**src/rtl/ibuf_pkg.sv**
```systemverilog
`default_nettype none
// ============================================================================
//  Module      : ibuf_pkg
//  Description : Shared definitions for the Rx input-buffer (ibuf) writer
//                (mac2ibuf) and its drain stage (ibuf2axis). Fixes the RAM
//                word layout {tdat[63:0], tkep[7:1], tlst} and the drain FSM
//                state encoding.
//  Revision    : 1.0  initial release
// ============================================================================
package ibuf_pkg;

    localparam int IBUF_DW  = 72;   // ibuf word width
    localparam int IBUF_AW  = 10;   // default ibuf address width

    // Field positions inside one ibuf word
    localparam int TLST_BIT = 0;
    localparam int TKEP_LSB = 1;
    localparam int TKEP_W   = 7;    // keep[0] is implied, only keep[7:1] stored
    localparam int TDAT_LSB = 8;
    localparam int TDAT_W   = 64;

    typedef enum logic [0:0] {
        ST_INIT = 1'b0,
        ST_RUN  = 1'b1
    } drain_state_e;

    // Rebuild the 8-bit AXIS keep from the low byte of an ibuf word. Byte 0
    // of every beat is always valid, so its keep bit is not stored.
    function automatic logic [7:0] word_tkep(input logic [7:0] lo_byte);
        return {lo_byte[TKEP_LSB +: TKEP_W], 1'b1};
    endfunction

endpackage
`default_nettype wire

```
**src/rtl/ibuf2axis_q.sv**
```systemverilog
`default_nettype none
// ============================================================================
//  Module      : ibuf2axis_q
//  Description : QD-deep first-word-fall-through register FIFO used as the
//                output holding queue of ibuf2axis. dout_o shows the head
//                word whenever empty_o is low and only changes on a pop.
//  Revision    : 1.0  initial release
//
//  Ports
//    clk      in   1            clock
//    rst      in   1            synchronous active-high reset, empties FIFO
//    push_i   in   1            write din_i this clk
//    din_i    in   DW           write data
//    pop_i    in   1            consume head word this clk (ignored if empty)
//    dout_o   out  DW           head word
//    empty_o  out  1            FIFO holds no word
//    count_o  out  clog2(QD+1)  number of words held
// ============================================================================
module ibuf2axis_q #(
    parameter int QD = 4,
    parameter int DW = 72
) (
    input  logic                     clk,
    input  logic                     rst,
    input  logic                     push_i,
    input  logic [DW-1:0]            din_i,
    input  logic                     pop_i,
    output logic [DW-1:0]            dout_o,
    output logic                     empty_o,
    output logic [$clog2(QD+1)-1:0]  count_o
);

    localparam int CW = $clog2(QD + 1);
    localparam int IW = (QD > 1) ? $clog2(QD) : 1;

    logic [DW-1:0] mem_q [QD];
    logic [IW-1:0] wr_idx_q;
    logic [IW-1:0] rd_idx_q;
    logic [CW-1:0] count_q;

    logic          full;
    logic          do_push;
    logic          do_pop;

    // Index increment that also works for non-power-of-two depths
    function automatic logic [IW-1:0] next_idx(input logic [IW-1:0] idx);
        return (idx == IW'(QD - 1)) ? '0 : idx + 1'b1;
    endfunction

    assign full    = (count_q == CW'(QD));
    assign empty_o = (count_q == '0);
    assign do_pop  = pop_i && !empty_o;
    // A pop in the same clk frees the slot, so a push into a full FIFO is
    // still accepted then.
    assign do_push = push_i && (!full || do_pop);

    always_ff @(posedge clk) begin
        if (do_push) begin
            mem_q[wr_idx_q] <= din_i;
        end
    end

    always_ff @(posedge clk) begin
        if (rst) begin
            wr_idx_q <= '0;
            rd_idx_q <= '0;
            count_q  <= '0;
        end else begin
            if (do_push) begin
                wr_idx_q <= next_idx(wr_idx_q);
            end
            if (do_pop) begin
                rd_idx_q <= next_idx(rd_idx_q);
            end
            case ({do_push, do_pop})
                2'b10:   count_q <= count_q + 1'b1;
                2'b01:   count_q <= count_q - 1'b1;
                default: count_q <= count_q;
            endcase
        end
    end

    assign dout_o  = mem_q[rd_idx_q];
    assign count_o = count_q;

endmodule
`default_nettype wire

```
**src/rtl/ibuf2axis.sv**
```systemverilog
`default_nettype none
// ============================================================================
//  Module      : ibuf2axis
//  Description : Drain stage of the Rx input buffer. Reads frames that the
//                writer has committed (committed_prod_i) out of the ibuf RAM
//                and replays them as a 64-bit AXI-Stream with backpressure.
//                After the last beat of a frame is accepted the consumer
//                pointer committed_cons_o is advanced to release the space.
//  Revision    : 1.0  initial release
//
//  Ports
//    clk               in   1     clock
//    rst               in   1     synchronous active-high reset
//    rd_addr_o         out  AW    ibuf read address
//    rd_en_o           out  1     ibuf read enable (data returns 1 clk later)
//    rd_data_i         in   DW    ibuf read data
//    committed_prod_i  in   AW+1  producer pointer from the writer
//    committed_cons_o  out  AW+1  consumer pointer back to the writer
//    tdat_o            out  64    AXIS data
//    tkep_o            out  8     AXIS keep
//    tval_o            out  1     AXIS valid
//    tlst_o            out  1     AXIS last
//    trdy_i            in   1     AXIS ready
//    fwd_pkts_o        out  16    frames fully sent, wraps at 2^16
// ============================================================================
module ibuf2axis
    import ibuf_pkg::*;
#(
    parameter int AW = IBUF_AW,
    parameter int DW = IBUF_DW,
    parameter int QD = 4
) (
    input  logic          clk,
    input  logic          rst,
    output logic [AW-1:0] rd_addr_o,
    output logic          rd_en_o,
    input  logic [DW-1:0] rd_data_i,
    input  logic [AW:0]   committed_prod_i,
    output logic [AW:0]   committed_cons_o,
    output logic [63:0]   tdat_o,
    output logic [7:0]    tkep_o,
    output logic          tval_o,
    output logic          tlst_o,
    input  logic          trdy_i,
    output logic [15:0]   fwd_pkts_o
);

    localparam int CW = $clog2(QD + 1);
    localparam int OW = CW + 1;

    drain_state_e  state_q, state_d;

    logic [AW:0]   rd_ptr_q,  rd_ptr_d;
    logic          rd_en_q,   rd_en_d;
    logic [AW-1:0] rd_addr_q, rd_addr_d;
    // Read issued last clk: its word is on rd_data_i now and is pushed at
    // the coming edge.
    logic          inflight_q;
    logic [AW:0]   out_ptr_q;
    logic [AW:0]   cons_q;
    logic [15:0]   pkts_q;

    logic [DW-1:0] q_dout;
    logic          q_empty;
    logic [CW-1:0] q_count;

    logic          pop;
    logic          has_room;
    logic [OW-1:0] occupancy;
    logic [OW-1:0] limit;

    // ------------------------------------------------------------------
    // Output queue
    // ------------------------------------------------------------------
    ibuf2axis_q #(
        .QD (QD),
        .DW (DW)
    ) u_q (
        .clk     (clk),
        .rst     (rst),
        .push_i  (inflight_q),
        .din_i   (rd_data_i),
        .pop_i   (pop),
        .dout_o  (q_dout),
        .empty_o (q_empty),
        .count_o (q_count)
    );

    // tval depends only on queue state, so trdy never reaches tval
    // combinationally.
    assign pop = !q_empty && trdy_i;

    // Every word already in the queue or still travelling from the RAM
    // owns a slot. A pop this clk frees one, which is what lets the
    // pipeline sustain 1 beat/clk with a shallow queue.
    assign occupancy = OW'(q_count) + OW'(rd_en_q) + OW'(inflight_q);
    assign limit     = OW'(QD) + OW'(pop);
    assign has_room  = (occupancy < limit);

    // ------------------------------------------------------------------
    // FSM and read issue
    // ------------------------------------------------------------------
    always_ff @(posedge clk) begin
        if (rst) begin
            state_q <= ST_INIT;
        end else begin
            state_q <= state_d;
        end
    end

    always_comb begin
        state_d   = state_q;
        rd_en_d   = 1'b0;
        rd_addr_d = rd_addr_q;
        rd_ptr_d  = rd_ptr_q;
        case (state_q)
            ST_INIT: begin
                rd_ptr_d = '0;
                state_d  = ST_RUN;
            end
            ST_RUN: begin
                // The full AW+1 compare keeps a completely full buffer
                // distinct from an empty one.
                if ((rd_ptr_q != committed_prod_i) && has_room) begin
                    rd_en_d   = 1'b1;
                    rd_addr_d = rd_ptr_q[AW-1:0];
                    rd_ptr_d  = rd_ptr_q + 1'b1;
                end
            end
            default: begin
                state_d = ST_INIT;
            end
        endcase
    end

    // ------------------------------------------------------------------
    // Pointers and counters
    // ------------------------------------------------------------------
    always_ff @(posedge clk) begin
        if (rst) begin
            rd_ptr_q   <= '0;
            rd_en_q    <= 1'b0;
            rd_addr_q  <= '0;
            inflight_q <= 1'b0;
            out_ptr_q  <= '0;
            cons_q     <= '0;
            pkts_q     <= '0;
        end else begin
            rd_ptr_q   <= rd_ptr_d;
            rd_en_q    <= rd_en_d;
            rd_addr_q  <= rd_addr_d;
            inflight_q <= rd_en_q;
            if (pop) begin
                out_ptr_q <= out_ptr_q + 1'b1;
                // Space goes back to the writer only on frame boundaries
                if (q_dout[TLST_BIT]) begin
                    cons_q <= out_ptr_q + 1'b1;
                    pkts_q <= pkts_q + 1'b1;
                end
            end
        end
    end

    // ------------------------------------------------------------------
    // Outputs
    // ------------------------------------------------------------------
    assign rd_en_o          = rd_en_q;
    assign rd_addr_o        = rd_addr_q;
    assign committed_cons_o = cons_q;
    assign fwd_pkts_o       = pkts_q;

    assign tval_o = !q_empty;
    assign tdat_o = q_dout[TDAT_LSB +: TDAT_W];
    assign tkep_o = word_tkep(q_dout[7:0]);
    assign tlst_o = q_dout[TLST_BIT];

endmodule
`default_nettype wire

```
**config.mk**
```make
export PLATFORM = sky130hd
export DESIGN_NAME = ibuf2axis
export DESIGN_NICKNAME = d
export VERILOG_FILES = /design/src/rtl/ibuf_pkg.sv /design/src/rtl/ibuf2axis_q.sv /design/src/rtl/ibuf2axis.sv
export SDC_FILE = /design/constraint.sdc
export NUM_CORES = 1
export LEC_CHECK = 0
export BUFFER_PORTS_ARGS = -buffer_cell sky130_fd_sc_hd__buf_2
export CAP_MARGIN = 40
export CORE_MARGIN = 2
export CORE_UTILIZATION = 61
export CTS_CLUSTER_SIZE = 28
export DETAILED_ROUTE_END_ITERATION = 7
export GPL_TIMING_DRIVEN = 0
export PLACE_DENSITY = 0.83
export SLEW_MARGIN = 5
export SYNTH_ARGS = -nofsm -noshare
export SYNTH_HDL_FRONTEND = slang
export SYNTH_SLANG_ARGS = --single-unit
```
**constraint.sdc**
```tcl
create_clock -name clk -period 8.1 [get_ports clk]
set_input_delay 1.62 -clock clk [delete_from_list [all_inputs] [get_ports clk]]
set_output_delay 1.62 -clock clk [all_outputs]
set_load 0.03 [all_outputs]
```
==> metrics.md <==
| Metric | Value |
|---|---|
| Outcome | complete, no violations |
| Seq/Total Area, Yosys | 73.4% |
| Cells after Synth | 768 |
| DIE WIDTH | 154 µm |
| Share of layout cells above drive strength 1 | 34.1% |
| Final Util | 74.1% |
| Area of the core | 22,000 µm² |
| Min cycle time layout | 4120 ps |
| CTS max path bufs | 3 |
| CP arrival | 2500 ps |
| Relative slew slack | 55.9% |
| Avg Vias per Cell | 5.78 |
| Initial core utilization | 62.4% |
| Synth cell types | 41 |
| Worst Max-Slew Pin Slew | 662 ps |
| Critical path fanouts, max | 10 |
| Worst hold slack | 458 ps |
| ANT nets after route | 0 |
| Gpl congestion | 0.816 |
| Final Hold Viols | 0 |
| Wire per inst | 20.7 µm |
| DR iter-0 viols | 571 |
| Worst Hold Class | reg2reg |
| Setup Buffers After CTS | 0 |
| Top cell type's share of synthesized area | 63.1% |
| Remaining global-route overflow | 0 |
| Worst R2R End | rd_addr_o[9]$_SDFFE_PP0P_ |
| First-pass GRT wire length | 42.5 mm |
| Placed cell area | 15,200 µm² |
| Drt first pass iters | 4 |
| Power per standard cell area | 271 nW/µm² |
| Finished Cell Area | 16,300 µm² |
| Synthesized area | 13,700 µm² |
| RSZ-0062 raised after global routing | no |
| Setup skew after layout | 14.5 ps |
| Avg Inst Size Synth | 17.9 µm² |
| R2R cell count | 10 |
| Top-level I/O count | 198 |
| Pin count of the biggest net entering global routing | 57 |
| RR Startpoint | u_q.count_o[0]$_SDFFE_PP0P_ |
| Max Cap Violations | 0 |
| Vias in the first global route | 7,780 |
| Hold Startpoint | committed_cons_o[1]$_SDFFE_PP0P_ |
| Largest cells by area after synthesis | edfxtp_1, mux4_2, dfxtp_1 |
| Cell taking the most area after synthesis | edfxtp_1 |
| Die height | 154 µm |
| Post-synth net total | 866 |
| Max Slew Vio Count | 0 |
| Depth of the CTS H-tree | 2 |
| Worst Setup Path Type | reg2out |
| Final setup viols | 0 |
| Setup slack, reg-to-reg | 5430 ps |
| Clock sinks | 359 |
| Post-CTS sizing | 0 |
| P&R area growth vs syn | 18.7% |
| Clk_lat worst skew | 510 ps |
| Cell Rows | 54 |
| CTS root buf | clkbuf_16 |
| Final TNS setup | 0 ps |
| CP required | 6480 ps |
| Hold path cells | 2 |
| Vias | 7,591 |
| Most common cell after layout, fill and taps aside | edfxtp_1 |
| Worst Hold End | committed_cons_o[1]$_SDFFE_PP0P_ |
| Worst VDD drop | 0.198 mV |
| Max Fclk | 243 MHz |
| Nets | 1,104 |
| Most frequent cells in the layout | edfxtp_1, buf_2, mux4_2, dfxtp_1, nor2_1 |
| Clock-pin slew on the worst setup and hold paths | 60 ps |
| Yosys reg bits | 359 |
| Fin crit share | 50.9% |
| Asr flop ratio synth | 0% |
| All-Layer GR Usage | 23.4% |
| Post-synth EDFFs | 288 |
| Cts hold-fix bufs | 0 |
| Residual DRC | 0 |
| CTS tree | done |
| Main synth FF type | edfxtp_1 |
| CP Capture Type | output port |
| DP HPWL | 17.6 mm |
| Critical Path Source Type | flip-flop |
| Synthesis Warnings | 0 |
| Leakage power | 5.77 nW |
| Routed Wire Length | 27.2 mm |
| Initial antenna violation count | 3 |
| Die Area | 23,700 µm² |
| Cts bufs inserted | 36 |
| PortBufs | 196 |
flip-flops by register name (all words and copies together), names as in the netlist, 2 cells and up, named ones only:
register	flops
out_ptr_q	11
committed_cons_o	11
u_q.count_o	3
rd_addr_o	10
u_q.wr_idx_q	2
u_q.mem_q	288
rd_ptr_q	11
u_q.rd_idx_q	2
fwd_pkts_o	16
metrics by stage:
stage / instances / power [mW] / setup WS [ps]
4_1_cts: 1312 / 4.46 / 3860
6_report: 1314 / 4.41 / 3980
5_1_grt: 1314 / 4.57 / 3810
2_1_floorplan: 768 / 2.69 / 3980
3_5_place_dp: 1248 / 2.92 / 4370
3_3_place_gp: 1244 / 2.90 / 2530
area by class of cell:
class / instances / area [µm²]
Antenna cell: 2 / 5.00
Sequential cell: 359 / 10100
Buffer: 40 / 178
Clock buffer: 52 / 1040
Inverter: 22 / 82.6
Clock inverter: 12 / 65.1
Fill cell: 1292 / 5690
Timing Repair Buffer: 200 / 1080
Multi-Input combinational cell: 347 / 3390
Tap cell: 280 / 350
synthesized netlist by cell type, types with 8 or more instances:
| library cell | number |
|---|---|
| nor2_1 | 47 |
| nor3_1 | 9 |
| xnor2_1 | 10 |
| a21oi_1 | 17 |
| inv_1 | 22 |
| dfxtp_1 | 71 |
| o21ai_0 | 8 |
| nand3_1 | 15 |
| and3_1 | 9 |
| nand2_1 | 35 |
| a31o_2 | 10 |
| edfxtp_1 | 288 |
| and2_1 | 9 |
| a311oi_1 | 10 |
| ha_1 | 10 |
| buf_2 | 13 |
| mux4_2 | 72 |
| clkbuf_1 | 19 |
| xor2_1 | 35 |
where the power goes:
| part | total [mW] | switching (mW) | internal (mW) |
|---|---|---|---|
| Sequential | 2.06 | 0.0267 | 2.04 |
| Combinational | 0.811 | 0.506 | 0.305 |
| Clock | 1.54 | 0.643 | 0.896 |
| Total | 4.41 | 1.18 | 3.24 |
logic make-up after synthesis:
group                      synth area share (%)
and+or+nand+nor                            5.24
DFF                                        73.4
muxes                                      12.1
xor gates and xnor gates                   2.87
AOI/OAI and AO/OA                          3.27
buffers and inverters                      1.90
adders and majority gates                  1.20
other                                    0.0273
critical path, cell delays in order, from the launching register on:
cell,delay [ps]
dfxtp_1,300
clkbuf_1,500
clkbuf_1,540
mux4_2,420
buf_2,200
routing by layer:
metal	up-vias	GRT usage (%)	part of all wire (%)
li1	3488	-	-
met1	3806	29.7	39
met2	255	41.2	52
met3	42	5.02	6.4
met4	0	6.90	2.3
met5	-	0	0
worst max path at each step:
stage | to | slack [ps] | cells after the start
floorplan | u_q.mem_q[0][0]$_DFFE_PP_ | 3980 | 3
CTS | tdat_o[45] | 3860 | 4
detailed placement | u_q.count_o[2]$_SDFFE_PP0P_ | 4370 | 10
finish | tkep_o[3] | 3980 | 4
global route | tdat_o[44] | 3810 | 4
global placement | u_q.mem_q[1][45]$_DFFE_PP_ | 2530 | 4
(Power assumes the default switching activity.)
